--- config.mk ---
export PLATFORM = sky130hd
export DESIGN_NAME = match_event_logger
export DESIGN_NICKNAME = d
export VERILOG_FILES = /design/src/rtl/match_event_logger.sv
export SDC_FILE = /design/constraint.sdc
export NUM_CORES = 1
export LEC_CHECK = 0
export CORE_MARGIN = 1.5
export CORE_UTILIZATION = 55
export DETAILED_ROUTE_END_ITERATION = 10
export HOLD_SLACK_MARGIN = 0.12
export PLACE_DENSITY = 0.76
export SETUP_SLACK_MARGIN = 0.02
export SYNTH_ARGS = -nofsm -noshare
export SYNTH_HDL_FRONTEND = slang
export SYNTH_SLANG_ARGS = --single-unit
--- constraint.sdc ---
create_clock -name clk -period 4 [get_ports clk]
set_input_delay 0.6 -clock clk [delete_from_list [all_inputs] [get_ports clk]]
set_output_delay 0.6 -clock clk [all_outputs]
set_load 0.005 [all_outputs]
--- src/rtl/match_event_logger.sv ---
// match_event_logger
//   Logs match events from a sequence detector. Each cycle with en && q is one
//   event: the free-running cycle timer value is pushed into a small timestamp
//   FIFO and a saturating match counter advances. Timestamps are drained over
//   a valid/ready interface.
//
// Ports
//   clk         : clock, all state changes on posedge
//   reset       : synchronous active-high reset, clears everything incl. timer
//   q           : detector match output
//   en          : logging enable (q ignored when low)
//   clr         : synchronous clear of FIFO, counter and overflow (not timer)
//   ts_valid    : FIFO non-empty
//   ts_ready    : consumer accepts ts_data when ts_valid && ts_ready
//   ts_data     : oldest stored timestamp (registered)
//   fifo_level  : current FIFO occupancy 0..DEPTH
//   match_count : events since reset/clr, saturating
//   overflow    : sticky, set when an event is dropped on a full FIFO
module match_event_logger #(
  parameter int TS_W  = 16,
  parameter int DEPTH = 4,
  parameter int CNT_W = 8
) (
  input  logic                       clk,
  input  logic                       reset,
  input  logic                       q,
  input  logic                       en,
  input  logic                       clr,
  output logic                       ts_valid,
  input  logic                       ts_ready,
  output logic [TS_W-1:0]            ts_data,
  output logic [$clog2(DEPTH+1)-1:0] fifo_level,
  output logic [CNT_W-1:0]           match_count,
  output logic                       overflow
);

  localparam int PTR_W = $clog2(DEPTH);
  localparam int LVL_W = $clog2(DEPTH + 1);
  localparam logic [LVL_W-1:0] LVL_FULL = LVL_W'(DEPTH);
  localparam logic [LVL_W-1:0] LVL_ONE  = LVL_W'(1);
  localparam logic [CNT_W-1:0] CNT_MAX  = '1;

  logic [TS_W-1:0]  timer_reg;
  logic [TS_W-1:0]  mem [DEPTH];
  logic [PTR_W-1:0] rd_ptr_reg, rd_ptr_next;
  logic [PTR_W-1:0] wr_ptr_reg, wr_ptr_next;
  logic [PTR_W-1:0] head_succ;
  logic [LVL_W-1:0] level_reg, level_next;
  logic [CNT_W-1:0] count_reg, count_next;
  logic             ovf_reg, ovf_next;
  logic [TS_W-1:0]  ts_data_reg, ts_data_next;
  logic             event_hit, do_pop, do_push, do_drop;

  always_comb begin
    // clr discards any event and any handshake in the same cycle
    event_hit = en & q & ~clr;
    do_pop    = (level_reg != '0) & ts_ready & ~clr;
    // a full FIFO still accepts when the head leaves in the same cycle
    do_push   = event_hit & ((level_reg != LVL_FULL) | do_pop);
    do_drop   = event_hit & ~do_push;
    head_succ = rd_ptr_reg + PTR_W'(1);

    rd_ptr_next  = rd_ptr_reg;
    wr_ptr_next  = wr_ptr_reg;
    level_next   = level_reg;
    count_next   = count_reg;
    ovf_next     = ovf_reg;
    ts_data_next = ts_data_reg;

    if (clr) begin
      rd_ptr_next  = '0;
      wr_ptr_next  = '0;
      level_next   = '0;
      count_next   = '0;
      ovf_next     = 1'b0;
      ts_data_next = '0;
    end else begin
      if (do_pop)  rd_ptr_next = head_succ;
      if (do_push) wr_ptr_next = wr_ptr_reg + PTR_W'(1);

      case ({do_push, do_pop})
        2'b10:   level_next = level_reg + LVL_W'(1);
        2'b01:   level_next = level_reg - LVL_W'(1);
        default: level_next = level_reg;
      endcase

      if (event_hit && count_reg != CNT_MAX) count_next = count_reg + CNT_W'(1);
      if (do_drop) ovf_next = 1'b1;

      // ts_data is a registered copy of the head. It only changes when the
      // head leaves, or when the first entry lands in an empty FIFO. With a
      // single entry being popped, the successor slot is the one being written
      // right now, so the incoming timestamp is forwarded directly.
      if (do_pop) begin
        if (level_reg != LVL_ONE) ts_data_next = mem[head_succ];
        else if (do_push)         ts_data_next = timer_reg;
      end else if (level_reg == '0 && do_push) begin
        ts_data_next = timer_reg;
      end
    end
  end

  // Timestamp storage, no reset needed: contents are only read behind level.
  always_ff @(posedge clk) begin
    if (do_push) mem[wr_ptr_reg] <= timer_reg;
  end

  always_ff @(posedge clk) begin
    if (reset) begin
      timer_reg   <= '0;
      rd_ptr_reg  <= '0;
      wr_ptr_reg  <= '0;
      level_reg   <= '0;
      count_reg   <= '0;
      ovf_reg     <= 1'b0;
      ts_data_reg <= '0;
    end else begin
      timer_reg   <= timer_reg + TS_W'(1);
      rd_ptr_reg  <= rd_ptr_next;
      wr_ptr_reg  <= wr_ptr_next;
      level_reg   <= level_next;
      count_reg   <= count_next;
      ovf_reg     <= ovf_next;
      ts_data_reg <= ts_data_next;
    end
  end

  assign ts_valid    = (level_reg != '0);
  assign ts_data     = ts_data_reg;
  assign fifo_level  = level_reg;
  assign match_count = count_reg;
  assign overflow    = ovf_reg;

endmodule
==> results.json, run 1 <==
{
  "status": "completed",
  "crit_path_top_delay_cell": "or2_1",
  "area_delta_synth_final_pct": 14.7,
  "synth-simple-area-share_pct": 14.3,
  "hold_depth": 1,
  "gp_congestion": 0.739,
  "rows": 33,
  "hold_class": "register to register",
  "die_height_microns": 95.1,
  "routedWlPerCell_microns": 18.9,
  "timing.final.crit_share_pct": 80.4,
  "synth-xor-area-share_pct": 2.82,
  "grt_usage_pct": 22.7,
  "synth_ff_type": "edfxtp_1",
  "synth_top_family_by_area": "simple AND/OR/NAND/NOR gates",
  "ctsHoldBuffers": 0,
  "vias_per_cell": 5.91,
  "rr_endpoint": "ts_data[2]",
  "synth.area.top_cells": "edfxtp_1, dfxtp_1, mux4_2",
  "hold_start": "overflow",
  "ys_seq_elements": 112,
  "drive_gt1_share_pct": 13.1,
  "grt_max_degree": 30,
  "cp.arrival_ps": 3410,
  "vdd_drop_max_mv": 0.225,
  "drv_cap": 0,
  "ios": 35,
  "synthTopCellsByCount": "edfxtp_1, dfxtp_1, nand2_1",
  "critPathMaxFanout": 16,
  "ant_nets": 0,
  "coreArea_sq_mm": 0.00822,
  "fin_skew_ps": 16.0,
  "rsz0062_at_grt": "no",
  "ys_warn_count": 0,
  "hold_viol": 0,
  "startpoint_type": "input port",
  "antenna-diode-count": 0,
  "die_w_microns": 95.1,
  "synth_fa_ha_area_share_pct": 2.95,
  "io_buffers": 34,
  "syn_nets": 373,
  "end_kind": "register",
  "antenna_found_initial": 0,
  "p_leak_uw": 0.00169,
  "firstDrtPassIters": 4,
  "power_uw": 2100,
  "drc": 0,
  "fmax_mhz": 311,
  "cts.repair_timing.setup_buffer_count": 0,
  "dp_hpwl_microns": 6100,
  "clk_latency_ps": 370,
  "root_buffer": "clkbuf_8",
  "tritoncts": "yes",
  "grt_pass1_wl_microns": 15000,
  "r2r_cells": 9,
  "first_iter_violations": 203,
  "cts_inserted_buffers": 9,
  "async_flop_share_pct": 0,
  "dieArea_sq_mm": 0.00904,
  "largest_reg_flops": 64,
  "synth_cells": 356,
  "whs_ps": 486,
  "synth_largest_area_cell": "edfxtp_1",
  "synth-compound-area-share_pct": 7.27,
  "fin_nets": 409,
  "wl_microns": 9480,
  "synth.avg_cell_area_sq_um": 13.1,
  "grt_overflow": 0,
  "period_needed_ps": 3220,
  "synth_edf_count": 64,
  "crit_type": "input port to register",
  "setup_viol": 0,
  "cts.sinks": 112,
  "cts_buffer_depth": 2,
  "vias": 2968,
  "cts_resized": 0,
  "fill_cells": 646,
  "crit_start": "clr",
  "clk_pin_slew_ps": 90,
  "crit_chain": "clkdlybuf4s50_1, nand2b_1, a31oi_1, inv_1, ha_1, and2_2, o31ai_4, or2_1, a311oi_1",
  "critPathMaxStageDelay_ps": 580,
  "hold-path-endpoint": "overflow",
  "required_ps": 4190,
  "synth_top_area_share_pct": 41.2,
  "start_util_pct": 56.8,
  "yosysMostFrequentCell": "edfxtp_1",
  "synthMuxAreaShare_pct": 8.37,
  "setup_tns_ps": 0,
  "yosysSeqAreaShare_pct": 61.8,
  "synth_area_sq_mm": 0.00466,
  "synth_cell_types": 48,
  "grt_pass1_vias": 2876,
  "r2r-start": "fifo_level[0]",
  "final-max-slew-violation-count": 0,
  "htreeDepth": 3,
  "max_slew.worst_pin.slew_ps": 943,
  "relSlewSlack_pct": 37.1,
  "p_per_area_mw_per_mm2": 393,
  "r2r_slack_ps": 870
}
-- layout make-up --
cell class                 instances  area (sq um)  share of cell area [%]
timing repair buffer              42           400                    7.48
sequential                       112          2880                    53.9
clock inverter                     7           120                    2.24
clock buffer                       9           124                    2.31
inverter                           7          26.3                   0.491
tap                              105           131                    2.45
multi-input combinational        220          1670                    31.1
-- where the power goes --
part	internal [uW]	switching, uW
registers	1220	13.2
logic	35.5	43.9
clock network	417	374
total	1670	431
-- metal layers --
layer	share of wire, %	global-route usage [%]	up-vias
met4	0.60	7.46	0
li1	-	-	1396
met3	5.9	3.99	4
met2	52	38.4	98
met1	42	29.7	1470
met5	0	0	-
-- per-stage QoR --
| step | instance area, sq um | util [%] | std cells | setup slack [ps] |
|---|---|---|---|---|
| floorplan | 4660 | - | 356 | 1370 |
| global placement | 5110 | 62.2 | 486 | 633 |
| detailed placement | 5110 | 62.2 | 486 | 481 |
| CTS | 5350 | 65.1 | 502 | 787 |
| global route | 5350 | 65.1 | 502 | 565 |
| finish | 5350 | 65.1 | 502 | 783 |
-- worst max path at each step --
stage / to / slack (ps) / depth (start not counted)
global route: ts_data[2] / 570 / 9
finish: ts_data[2] / 780 / 9
detailed placement: ts_data[2] / 480 / 9
CTS: ts_data[2] / 790 / 9
global placement: ts_data[13] / 630 / 9
floorplan: ts_data[10] / 1370 / 11
-- critical path: cells and delay by family --
family	cells	cell delay, ps
and+or+nand+nor	3	1030
AOI/OAI and AO/OA	3	920
buffers and inverters	2	580
adders and majority gates	1	270
-- layout by cell type (no fill, tap or decap), types with 8 or more instances in the layout --
cell	Yosys	final
nor2_1	24	24
mux4_2	16	16
clkbuf_8	0	9
ha_1	11	11
nand2_1	41	41
a311oi_1	17	17
xnor2_1	8	8
nor3_1	18	18
a21oi_1	9	9
edfxtp_1	64	64
nand3_1	8	8
buf_4	5	8
dfxtp_1	48	48
clkdlybuf4s50_1	0	34
-- cells by family after synthesis --
group                      Yosys count
and+or+nand+nor                    129
DFF                                112
AOI/OAI and AO/OA                   46
buffers and inverters               24
muxes                               19
xor gates and xnor gates            15
adders and majority gates           11
No activity file was read; power rests on OpenSTA's default activity.
==> run 2, diff against run 1 <==
- clock period: 4 -> 3 ns (I/O delays scaled with it)
==> run 2 against run 1 <==
Against the previous run: hold slack improved by 7.0 ps; clock skew fell by 3.7 ps; critical path depth rose by 1; register-to-register slack got worse by 330 ps; utilization fell by 0.35 points; count of clock-buffer cells in the layout did not move.
==> results.json, run 2 (same netlist as run 1, synthesis figures left out) <==
{
  "p_leak_uw": 0.00169,
  "max_slew.worst_pin.slew_ps": 883,
  "cts_inserted_buffers": 9,
  "drc": 0,
  "firstDrtPassIters": 4,
  "final-max-slew-violation-count": 0,
  "grt_max_degree": 30,
  "clk_latency_ps": 370,
  "gp_congestion": 0.717,
  "vias_per_cell": 5.79,
  "hold_class": "register to register",
  "drive_gt1_share_pct": 13.9,
  "tritoncts": "yes",
  "start_util_pct": 56.8,
  "r2r_slack_ps": 540,
  "crit_path_top_delay_cell": "dfxtp_1",
  "layout.cells.most_common_list": "edfxtp_1, dfxtp_1, nand2_1",
  "dp_hpwl_microns": 5840,
  "ant_nets": 0,
  "rows": 33,
  "hold_viol": 0,
  "fin_nets": 414,
  "rsz0062_at_grt": "no",
  "drv_cap": 0,
  "crit_start": "fifo_level[0]",
  "routedWlPerCell_microns": 17.6,
  "clk_pin_slew_ps": 110,
  "setup_viol": 0,
  "io_buffers": 34,
  "cts.sinks": 112,
  "grt_pass1_wl_microns": 14500,
  "r2r-start": "fifo_level[0]",
  "fin_skew_ps": 12.3,
  "ctsHoldBuffers": 0,
  "r2r_cells": 10,
  "status": "completed",
  "p_per_area_mw_per_mm2": 487,
  "required_ps": 3270,
  "crit_chain": "inv_1, ha_1, a31oi_1, inv_1, ha_1, and2_2, o31ai_4, buf_4, nor3_1, a311oi_1",
  "die_w_microns": 95.1,
  "critPathMaxFanout": 10,
  "cts_buffer_depth": 2,
  "die_height_microns": 95.1,
  "setup.worst_path.end": "ts_data[11]",
  "cts.repair_timing.setup_buffer_count": 0,
  "dieArea_sq_mm": 0.00904,
  "grt_overflow": 0,
  "cp.arrival_ps": 2730,
  "fill_cells": 605,
  "period_needed_ps": 2460,
  "coreArea_sq_mm": 0.00822,
  "grt_usage_pct": 21.8,
  "root_buffer": "clkbuf_8",
  "setup_tns_ps": 0,
  "area_delta_synth_final_pct": 14.1,
  "cts_resized": 0,
  "htreeDepth": 3,
  "antenna-diode-count": 0,
  "startpoint_type": "register",
  "timing.final.crit_share_pct": 81.8,
  "largest_reg_flops": 64,
  "vdd_drop_max_mv": 0.215,
  "fmax_mhz": 407,
  "final_common_cell": "edfxtp_1",
  "relSlewSlack_pct": 41.1,
  "rr_endpoint": "ts_data[11]",
  "ios": 35,
  "end_kind": "register",
  "wl_microns": 8920,
  "first_iter_violations": 175,
  "grt_pass1_vias": 2824,
  "vias": 2934,
  "antenna_found_initial": 0,
  "crit_type": "register to register",
  "power_uw": 2590,
  "critPathMaxStageDelay_ps": 430
}
==> run 2: changes by cell type in the layout (fill, tap and decap cells not counted), sizes merged <==
cell,previous run,this run
buf,8,13
inv,7,11
bufinv,3,0
clkinv,3,2
==> run 2: layout make-up <==
type	instances	area [sq um]	share of cell area [%]
inverter	7	26.3	0.494
clock inverter	7	53.8	1.01
tap	105	131	2.47
timing repair buffer	47	438	8.23
sequential	112	2880	54.2
clock buffer	9	124	2.33
multi-input combinational	220	1670	31.3
==> run 2: worst min-delay path by stage <==
| stage | startpoint | to | slack, ps | cells past startpoint |
|---|---|---|---|---|
| 2_1_floorplan | overflow | overflow | 460 | 1 |
| 3_3_place_gp | overflow | overflow | 450 | 1 |
| 3_5_place_dp | overflow | overflow | 470 | 1 |
| 4_1_cts | overflow | overflow | 500 | 1 |
| 5_1_grt | overflow | overflow | 510 | 1 |
| 6_report | overflow | overflow | 490 | 1 |
==> run 2: per-stage QoR <==
step	area, sq um	cells	hold slack (ps)	worst slack [ps]	util [%]
3_5_place_dp	5140	491	475	212	62.6
3_3_place_gp	5140	491	452	299	62.6
5_1_grt	5320	507	509	328	64.8
4_1_cts	5320	507	498	533	64.8
6_report	5320	507	493	545	64.8
2_1_floorplan	4660	356	464	374	-
==> run 2: metal layers <==
layer,vias to the layer above,routed length [microns],GRT usage (%),share of wire (%)
met5,-,0,0,0
met3,5,554,3.27,6.2
met2,86,4430,35.1,50
met1,1429,3860,29.1,43
li1,1414,-,-,-
met4,0,84,10.2,0.94
==> run 2: report_power, final <==
part | internal, uW | switching, uW | total (uW)
clock | 313 | 522 | 836
combinational | 51.0 | 58.3 | 109
sequential | 1630 | 17.6 | 1650
total | 1990 | 598 | 2590
==> run 2: worst max-delay path, delay by kind of cell, from the launching register on <==
family	cells	cell delay, ps
compound gates	3	720
buf+inv	3	390
simple gates	2	280
flops	1	430
fa+ha+maj	2	530
